File: src/rtl/instr_encoder_loader.sv
// Instruction encoder/loader: packs instruction requests into 16-bit program words and writes
// them to sequential program-memory addresses. Define READBACK_VERIFY_EN to verify each write.
module instr_encoder_loader #(
    parameter int unsigned AW    = 8,
    parameter int unsigned DEPTH = 256
) (
    input  logic          clk,
    input  logic          rst,
    input  logic          start_i,
    input  logic [AW-1:0] base_addr_i,
    input  logic          in_valid_i,
    output logic          in_ready_o,
    input  logic [1:0]    in_kind_i,
    input  logic [4:0]    in_op_i,
    input  logic [3:0]    in_src_i,
    input  logic [3:0]    in_dst_i,
    input  logic [3:0]    in_flags_i,
    input  logic [9:0]    in_offset_i,
    output logic [AW-1:0] mem_addr_o,
    output logic [15:0]   mem_wdata_o,
    output logic          mem_we_o,
`ifdef READBACK_VERIFY_EN
    input  logic [15:0]   mem_rdata_i,
`endif
    output logic          busy_o,
    output logic [AW:0]   word_count_o,
    output logic          err_valid_o,
    output logic [1:0]    err_code_o
);

    localparam logic [AW-1:0] LastAddr = AW'(DEPTH - 1);
    localparam logic [AW-1:0] AddrOne  = AW'(1);
    localparam logic [AW:0]   CountOne = (AW + 1)'(1);

    localparam logic [1:0] KindDouble = 2'd0;
    localparam logic [1:0] KindSingle = 2'd1;
    localparam logic [1:0] KindJump   = 2'd2;

    localparam logic [1:0] ErrIllegal  = 2'd1;
    localparam logic [1:0] ErrFull     = 2'd2;
    localparam logic [1:0] ErrReadback = 2'd3;

    typedef enum logic [2:0] {
        StIdle,
        StEnc,
        StWr,
        StVrd,
        StVcmp
    } state_e;

    state_e          state_q;
    logic            armed_q;
    logic            full_q;
    logic [AW-1:0]   addr_q;
    logic [AW:0]     count_q;
    logic [15:0]     word_q;
    logic [AW-1:0]   mem_addr_q;
    logic [15:0]     mem_wdata_q;
    logic            mem_we_q;
    logic            err_valid_q;
    logic [1:0]      err_code_q;

    logic            accept;
    logic [15:0]     enc_word;
    logic            enc_illegal;
    logic [5:0]      sg;
    logic [3:0]      single_reg;

    assign in_ready_o = (state_q == StIdle) && armed_q && !start_i;
    assign accept     = in_valid_i && in_ready_o;

    // Encode straight from the request so the word and legality are registered on accept.
    always_comb begin
        enc_word    = '0;
        enc_illegal = 1'b0;
        sg          = '0;
        single_reg  = in_dst_i;
        case (in_kind_i)
            KindDouble: begin
                enc_illegal = (in_op_i > 5'd11);
                enc_word    = {in_op_i[3:0] + 4'd4, in_src_i, in_flags_i, in_dst_i};
            end
            KindSingle: begin
                case (in_op_i)
                    5'h10:   sg = 6'd0;
                    5'h11:   sg = 6'd1;
                    5'h12:   sg = 6'd2;
                    5'h13:   sg = 6'd4;
                    5'h14:   sg = 6'd5;
                    5'h15:   sg = 6'd6;
                    5'h16:   sg = 6'd8;
                    5'h17:   sg = 6'd9;
                    5'h18:   sg = 6'd10;
                    5'h19:   sg = 6'd12;
                    default: enc_illegal = 1'b1;
                endcase
                // PUSH and PUSH.B take their operand from the source field.
                if (in_op_i == 5'h16 || in_op_i == 5'h17) begin
                    single_reg = in_src_i;
                end
                enc_word = {4'h1, sg, in_flags_i[1:0], single_reg};
            end
            KindJump: begin
                enc_word = {3'b001, in_op_i[2], in_op_i[1:0], in_offset_i};
            end
            default: enc_illegal = 1'b1;
        endcase
    end

    always_ff @(posedge clk or posedge rst) begin
        if (rst) begin
            state_q     <= StIdle;
            armed_q     <= 1'b0;
            full_q      <= 1'b0;
            addr_q      <= '0;
            count_q     <= '0;
            word_q      <= '0;
            mem_addr_q  <= '0;
            mem_wdata_q <= '0;
            mem_we_q    <= 1'b0;
            err_valid_q <= 1'b0;
            err_code_q  <= '0;
        end else begin
            mem_we_q    <= 1'b0;
            err_valid_q <= 1'b0;
            unique case (state_q)
                StIdle: begin
                    if (start_i) begin
                        addr_q  <= base_addr_i;
                        count_q <= '0;
                        full_q  <= 1'b0;
                        armed_q <= 1'b1;
                    end else if (accept) begin
                        word_q  <= enc_word;
                        state_q <= StEnc;
                        if (enc_illegal) begin
                            err_valid_q <= 1'b1;
                            err_code_q  <= ErrIllegal;
                        end else if (full_q) begin
                            err_valid_q <= 1'b1;
                            err_code_q  <= ErrFull;
                        end
                    end
                end
                StEnc: begin
                    if (err_valid_q) begin
                        state_q <= StIdle;
                    end else begin
                        state_q     <= StWr;
                        mem_we_q    <= 1'b1;
                        mem_addr_q  <= addr_q;
                        mem_wdata_q <= word_q;
                    end
                end
                StWr: begin
                    count_q <= count_q + CountOne;
`ifdef READBACK_VERIFY_EN
                    state_q <= StVrd;
`else
                    state_q <= StIdle;
                    if (addr_q == LastAddr) begin
                        full_q <= 1'b1;
                    end else begin
                        addr_q <= addr_q + AddrOne;
                    end
`endif
                end
`ifdef READBACK_VERIFY_EN
                StVrd: begin
                    state_q <= StVcmp;
                end
                StVcmp: begin
                    // Address advances only now so the readback targets the written word.
                    state_q <= StIdle;
                    if (addr_q == LastAddr) begin
                        full_q <= 1'b1;
                    end else begin
                        addr_q <= addr_q + AddrOne;
                    end
                end
`endif
                default: state_q <= StIdle;
            endcase
        end
    end

`ifdef READBACK_VERIFY_EN
    logic rb_mismatch;
    assign rb_mismatch = (state_q == StVcmp) && (mem_rdata_i != mem_wdata_q);
    assign err_valid_o = err_valid_q || rb_mismatch;
    assign err_code_o  = rb_mismatch ? ErrReadback : err_code_q;
`else
    assign err_valid_o = err_valid_q;
    assign err_code_o  = err_code_q;
`endif

    assign mem_addr_o   = mem_addr_q;
    assign mem_wdata_o  = mem_wdata_q;
    assign mem_we_o     = mem_we_q;
    assign busy_o       = (state_q != StIdle);
    assign word_count_o = count_q;

endmodule

File: config.mk
export PLATFORM = sky130hd
export DESIGN_NAME = instr_encoder_loader
export DESIGN_NICKNAME = d
export VERILOG_FILES = /design/src/rtl/instr_encoder_loader.sv
export SDC_FILE = /design/constraint.sdc
export NUM_CORES = 1
export LEC_CHECK = 0
export ABC_AREA = 1
export CORE_MARGIN = 1.5
export CORE_UTILIZATION = 40
export DETAILED_ROUTE_END_ITERATION = 8
export PLACE_DENSITY_LB_ADDON = 0.15
export SLEW_MARGIN = 25
export SYNTH_ARGS = -nofsm -noshare
export SYNTH_HDL_FRONTEND = slang
export SYNTH_SLANG_ARGS = --single-unit
File: constraint.sdc
create_clock -name clk -period 3.15 [get_ports clk]
set_clock_uncertainty 0.1 [all_clocks]
set_input_delay 0.315 -clock clk [delete_from_list [all_inputs] [get_ports clk]]
set_output_delay 0.315 -clock clk [all_outputs]
set_load 0.01 [all_outputs]
After elaboration in Yosys (flattened, before gate mapping)
Cells that the tools add are included.

operators by class
  muxes and demuxes = 26
  reductions and logical operators = 19
  add/subtract/negate cells = 3
  order comparisons = 1
  equality and inequality tests = 20
  bitwise operators = 2

operators with widths
  kind                                                                   count
  5-bit == test (second input constant)                                  10
  16-bit case mux with 3 select lines                                    1
  4-bit case mux with 9 select lines                                     1
  9-bit case mux with 2 select lines                                     1
  8-bit 2-to-1 mux                                                       2
  8-bit case mux with 2 select lines                                     1
  1-bit 2-to-1 mux                                                       10
  2-bit inequality test (second input constant)                          5
  10-bit OR reduction                                                    1
  9-bit by 1-bit adder with 9-bit output (second input constant)         1
  9-bit 2-to-1 mux                                                       1
  3-bit AND reduction                                                    3
  8-bit by 1-bit adder with 8-bit output (second input constant)         1
  8-bit == test (second input constant)                                  1
  2-bit AND reduction                                                    4
  2-bit 2-to-1 mux                                                       3
  3-bit 2-to-1 mux                                                       2
  3-bit case mux with 2 select lines                                     1
  5-bit by 4-bit > comparator with 1-bit output (second input constant)  1
  4-bit by 3-bit adder with 4-bit output (second input constant)         1
  4-bit 2-to-1 mux                                                       1
  4-bit AND reduction                                                    1
  2-bit nonzero test                                                     2
  3-bit by 1-bit == test with 1-bit output (second input constant)       1
  other kinds (12)                                                       15

storage, ports and cells
  bits of input ports = 41
  output and inout port bits = 39
  word-level logic and storage cells = 82
  register bits = 66

Depth between registers and ports, before layout
  word-level depth = 8
  depth in mapped cells = 10

Worst setup path before layout
OpenSTA, ideal clock, no wires.

  kind = register to register
  start point = register addr_q[0]
  end point = register addr_q[7]
  arrival time = 1.227 ns
  cell stages (with the launch flop) = 10
  period minus slack after synthesis = 1.443 ns
  path buffers = 0
  library setup time = 0.115 ns
  setup slack = 1.707 ns
  path through = dfrtp_1 > ha_1 > nand4_1 > nor2_1 > nand2_1 > nand2_2 > inv_2 > nand2_1 > nor2_1 > nor2_1

on the way
  word-level cells in the longest chain between the ends = 3

ends and longest elaborated chain
  element                                                                    line      RTL
  start, declared                                                            54        logic [AW-1:0] addr_q;
  start signal, assigned                                                     129       addr_q <= base_addr_i;
  start signal, assigned                                                     164       addr_q <= addr_q + AddrOne;
  8-bit by 1-bit adder with 8-bit output or 8-bit == test (tied branches)    164, 161
  8-bit 2-to-1 mux or 2-bit inequality test (tied branches)                  -
  8-bit case mux with 2 select lines or 3-bit AND reduction (tied branches)  -

Several ways; a longest one is shown, not always the timed one. The select of a mux whose other input is x is not followed.
A chain may end at the register's enable or synchronous reset.

Worst setup path after layout
  start point = register state_q[1]
  end point = output port in_ready_o

on the way
  word-level cells in the longest chain between the ends = 3

ends and longest elaborated chain
  element                         line  RTL
  start, declared                 51    state_e state_q;
  start signal, assigned          112   state_q <= StIdle;
  start signal, assigned          135   state_q <= StEnc;
  start signal, assigned          147   state_q <= StIdle;
  3-bit zero test                 69    assign in_ready_o = (state_q == StIdle) && armed_q && !start_i;
  1-bit logical AND (2 in a row)  69
  end, declared                   12    output logic in_ready_o,

Every way passes these cells.

==> out/qor.yml <==
place:
  portBuffers: 79
  gp_congestion: 0.933
  dp_hpwl_mm: 5.40
flow_run:
  drv_cap: 0
clock_tree:
  hold_buffers: 0
  cts_tree: "done"
  path_clk_slew_ps: 70
  cts_root_buf: "clkbuf_8"
  cts_inserted_buffers: 9
  cts_buffer_depth: 2
  cts_setup_buffers: 0
  insertion_delay_ps: 330
  cts-resized-gates: 0
  cts_max_level: 3
  clkSinkCount: 65
layout:
  syn_to_final_growth_pct: 33.4
  final_nets: 537
  drive_gt1_share_pct: 6.26
  antenna_cells: 0
yosys:
  ys.flop_type: "dfrtp_1"
  syn_avg_cell_area_um2: 7.88
  syn-num-nets: 454
  synth_common_cells: "135 x nand2_1, 65 x dfrtp_1, 51 x o21ai_0"
  syn_area_um2: 3210
  yosysTopAreaCellShare_pct: 50.6
  yosys.cell_types.count: 28
  ys_warn_count: 0
  synthMostInstantiatedCell: "nand2_1"
  synthArstFlopShare_pct: 100
  synthesis.instances: 408
  yosysSeqAreaShare_pct: 50.6
  synth_edf_count: 0
  yosysTopAreaCell: "dfrtp_1"
  synth_area_leaders: "dfrtp_1 51%, nand2_1 16%, o21ai_0 7.9%, inv_1 5.4%, nor2_1 3.7%"
  ys_ff_latch: 65
critical_path:
  r2r_cells: 6
  end_kind: "primary output"
  cp_data_required_time_ps: 2730
  slowest_stage: "clkdlybuf4s50_1"
  crit_chain: "nor2_2, nand2_2, nor2_1, clkdlybuf4s50_1"
  cpPeakStageDelay_ps: 540
  path_class: "register to primary output"
  r2r_start: "state_q[1]"
  critPathBufInv: 1
  reg2reg_to: "word_q[2]"
  cp_max_fo: 4
  crit_path_end: "in_ready_o"
  cp.arrival_ps: 1730
  cp-startpoint: "state_q[1]"
  critPathTopFamily: "buffers and inverters"
  r2r_slack_ps: 1110
  crit_cells: 4
  cp-start-kind: "register"
routing:
  drtPass1Iterations: 4
  route.detailed.drc: 0
  via_per_inst: 4.77
  drtAntennaViolNets: 0
  vias: 2849
  drt_iter0_markers: 62
  wire_per_inst_um: 12.0
  drt-total-wl_mm: 7.17
min_path:
  worstHoldPathType: "primary input to async pin"
timing:
  max_freq_mhz: 467
  final-max-slew-violation-count: 0
  tightest_slew_ps: 806
  report.final.hold_viol_count: 0
  relSlewSlack_pct: 46.2
  setup_tns_ps: 0
  rsz0062_at_grt: "no"
  setup-violations-final: 0
  period_share_pct: 68.0
  hold_ws_ps: 218
  post-route-min-period_ps: 2140
grt:
  grt_max_degree: 46
  grt-ovfl-total: 0
  grt_pass1_wl_mm: 12.4
  grt_usage_pct: 18.2
  antenna_found_initial: 0
  grt_pass1_vias: 2778
floorplan:
  die_w_um: 92.6
  rows: 32
  start_util_pct: 41.4
  die_area_um2: 8580
  core_area_um2: 7770
  pin_count: 80
  die_y_um: 92.6
outcome:
  run_status: "completed"
pwr:
  power_per_cell_area_nw_per_um2: 565
  vdd_ir_drop_max_uv: 179
  p_leak_nw: 2.04
registers in the layout (all words and copies together) (netlist names):
| register | cells |
|---|---|
| addr_q | 8 |
| mem_we_o | 1 |
| word_count_o | 9 |
| mem_addr_o | 8 |
| err_code_o | 2 |
| armed_q | 1 |
| word_q | 16 |
| mem_wdata_o | 16 |
| err_valid_o | 1 |
| full_q | 1 |
| state_q | 2 |
report_power, final:
part	leakage, nW	switching [mW]	internal, mW
Combinational	1.12	0.312	0.338
Sequential	0.836	0.108	1.00
Clock	0.0909	0.306	0.356
worst min-delay path by stage:
stage                   startpoint  slack [ps]  cells after the start             end
finish                         rst         220                      2  mem_wdata_o[0]
global route                   rst         250                      2  mem_wdata_o[0]
CTS                            rst         220                      2  mem_wdata_o[0]
detailed placement  mem_wdata_o[3]         360                      2  mem_wdata_o[3]
global placement    mem_wdata_o[3]         350                      2  mem_wdata_o[3]
floorplan                word_q[0]         350                      2       word_q[0]
layout by cell type (no fill, tap or decap):
cell type	instances
nand2_1	135
clkdlybuf4s50_1	79
dfrtp_1	65
o21ai_0	51
inv_1	45
nor2_1	32
nand3_1	19
clkbuf_8	9
a21oi_1	8
o211ai_1	6
ha_1	5
nor3_1	4
nand4_1	4
inv_2	4
nor2_2	3
nand2_2	3
a22o_1	3
clkinv_2	3
xnor2_1	2
o22ai_1	2
clkinvlp_4	2
nand2_4	1
a31oi_1	1
xor2_1	1
nor3b_4	1
nor3_4	1
clkinv_1	1
a21boi_0	1
nand3_2	1
bufinv_16	1
buf_4	1
buf_12	1
area by class of cell:
| class | count | area (um2) |
|---|---|---|
| Multi-Input combinational cell | 284 | 1340 |
| Clock buffer | 9 | 124 |
| Tap cell | 102 | 128 |
| Fill cell | 747 | 3480 |
| Inverter | 50 | 188 |
| Clock inverter | 6 | 60.1 |
| Sequential cell | 65 | 1630 |
| Timing Repair Buffer | 81 | 818 |
metal layers:
layer,track usage (%),up-vias,share of wire (%)
li1,-,1463,-
met1,23.6,1290,46
met5,0,-,0
met2,29.8,85,47
met3,2.87,11,4.8
met4,8.59,0,2.2
kinds of logic (layout without fill, tap and decap cells):
logic type | after synthesis | after routing | synth area share [%]
AND/OR/NAND/NOR | 204 | 204 | 26.8
AO/OA/AOI/OAI | 72 | 72 | 12.2
flip-flops | 65 | 65 | 50.6
buffers and inverters | 59 | 146 | 7.63
adder cells (fa/ha/maj) | 5 | 5 | 1.95
XOR/XNOR | 3 | 3 | 0.818
stage by stage:
stage | utilization, % | worst slack, ps | power, mW | area (um2) | std cells
after floorplan | - | 1110 | 1.42 | 3210 | 408
after global placement | 52.8 | 972 | 1.77 | 4100 | 582
after detailed placement | 52.8 | 915 | 1.78 | 4100 | 582
after CTS | 55.2 | 986 | 2.45 | 4290 | 597
after global routing | 55.2 | 918 | 2.58 | 4290 | 597
final | 55.2 | 1010 | 2.42 | 4290 | 597
worst reg2reg max path, delay by kind of cell (launching register included):
family | cells | cell delay [ps]
AND/OR/NAND/NOR | 4 | 1060
flip-flops | 1 | 440
buffers and inverters | 1 | 290
AO/OA/AOI/OAI | 1 | 110
Note: power is estimated with default switching activity, not from simulation.
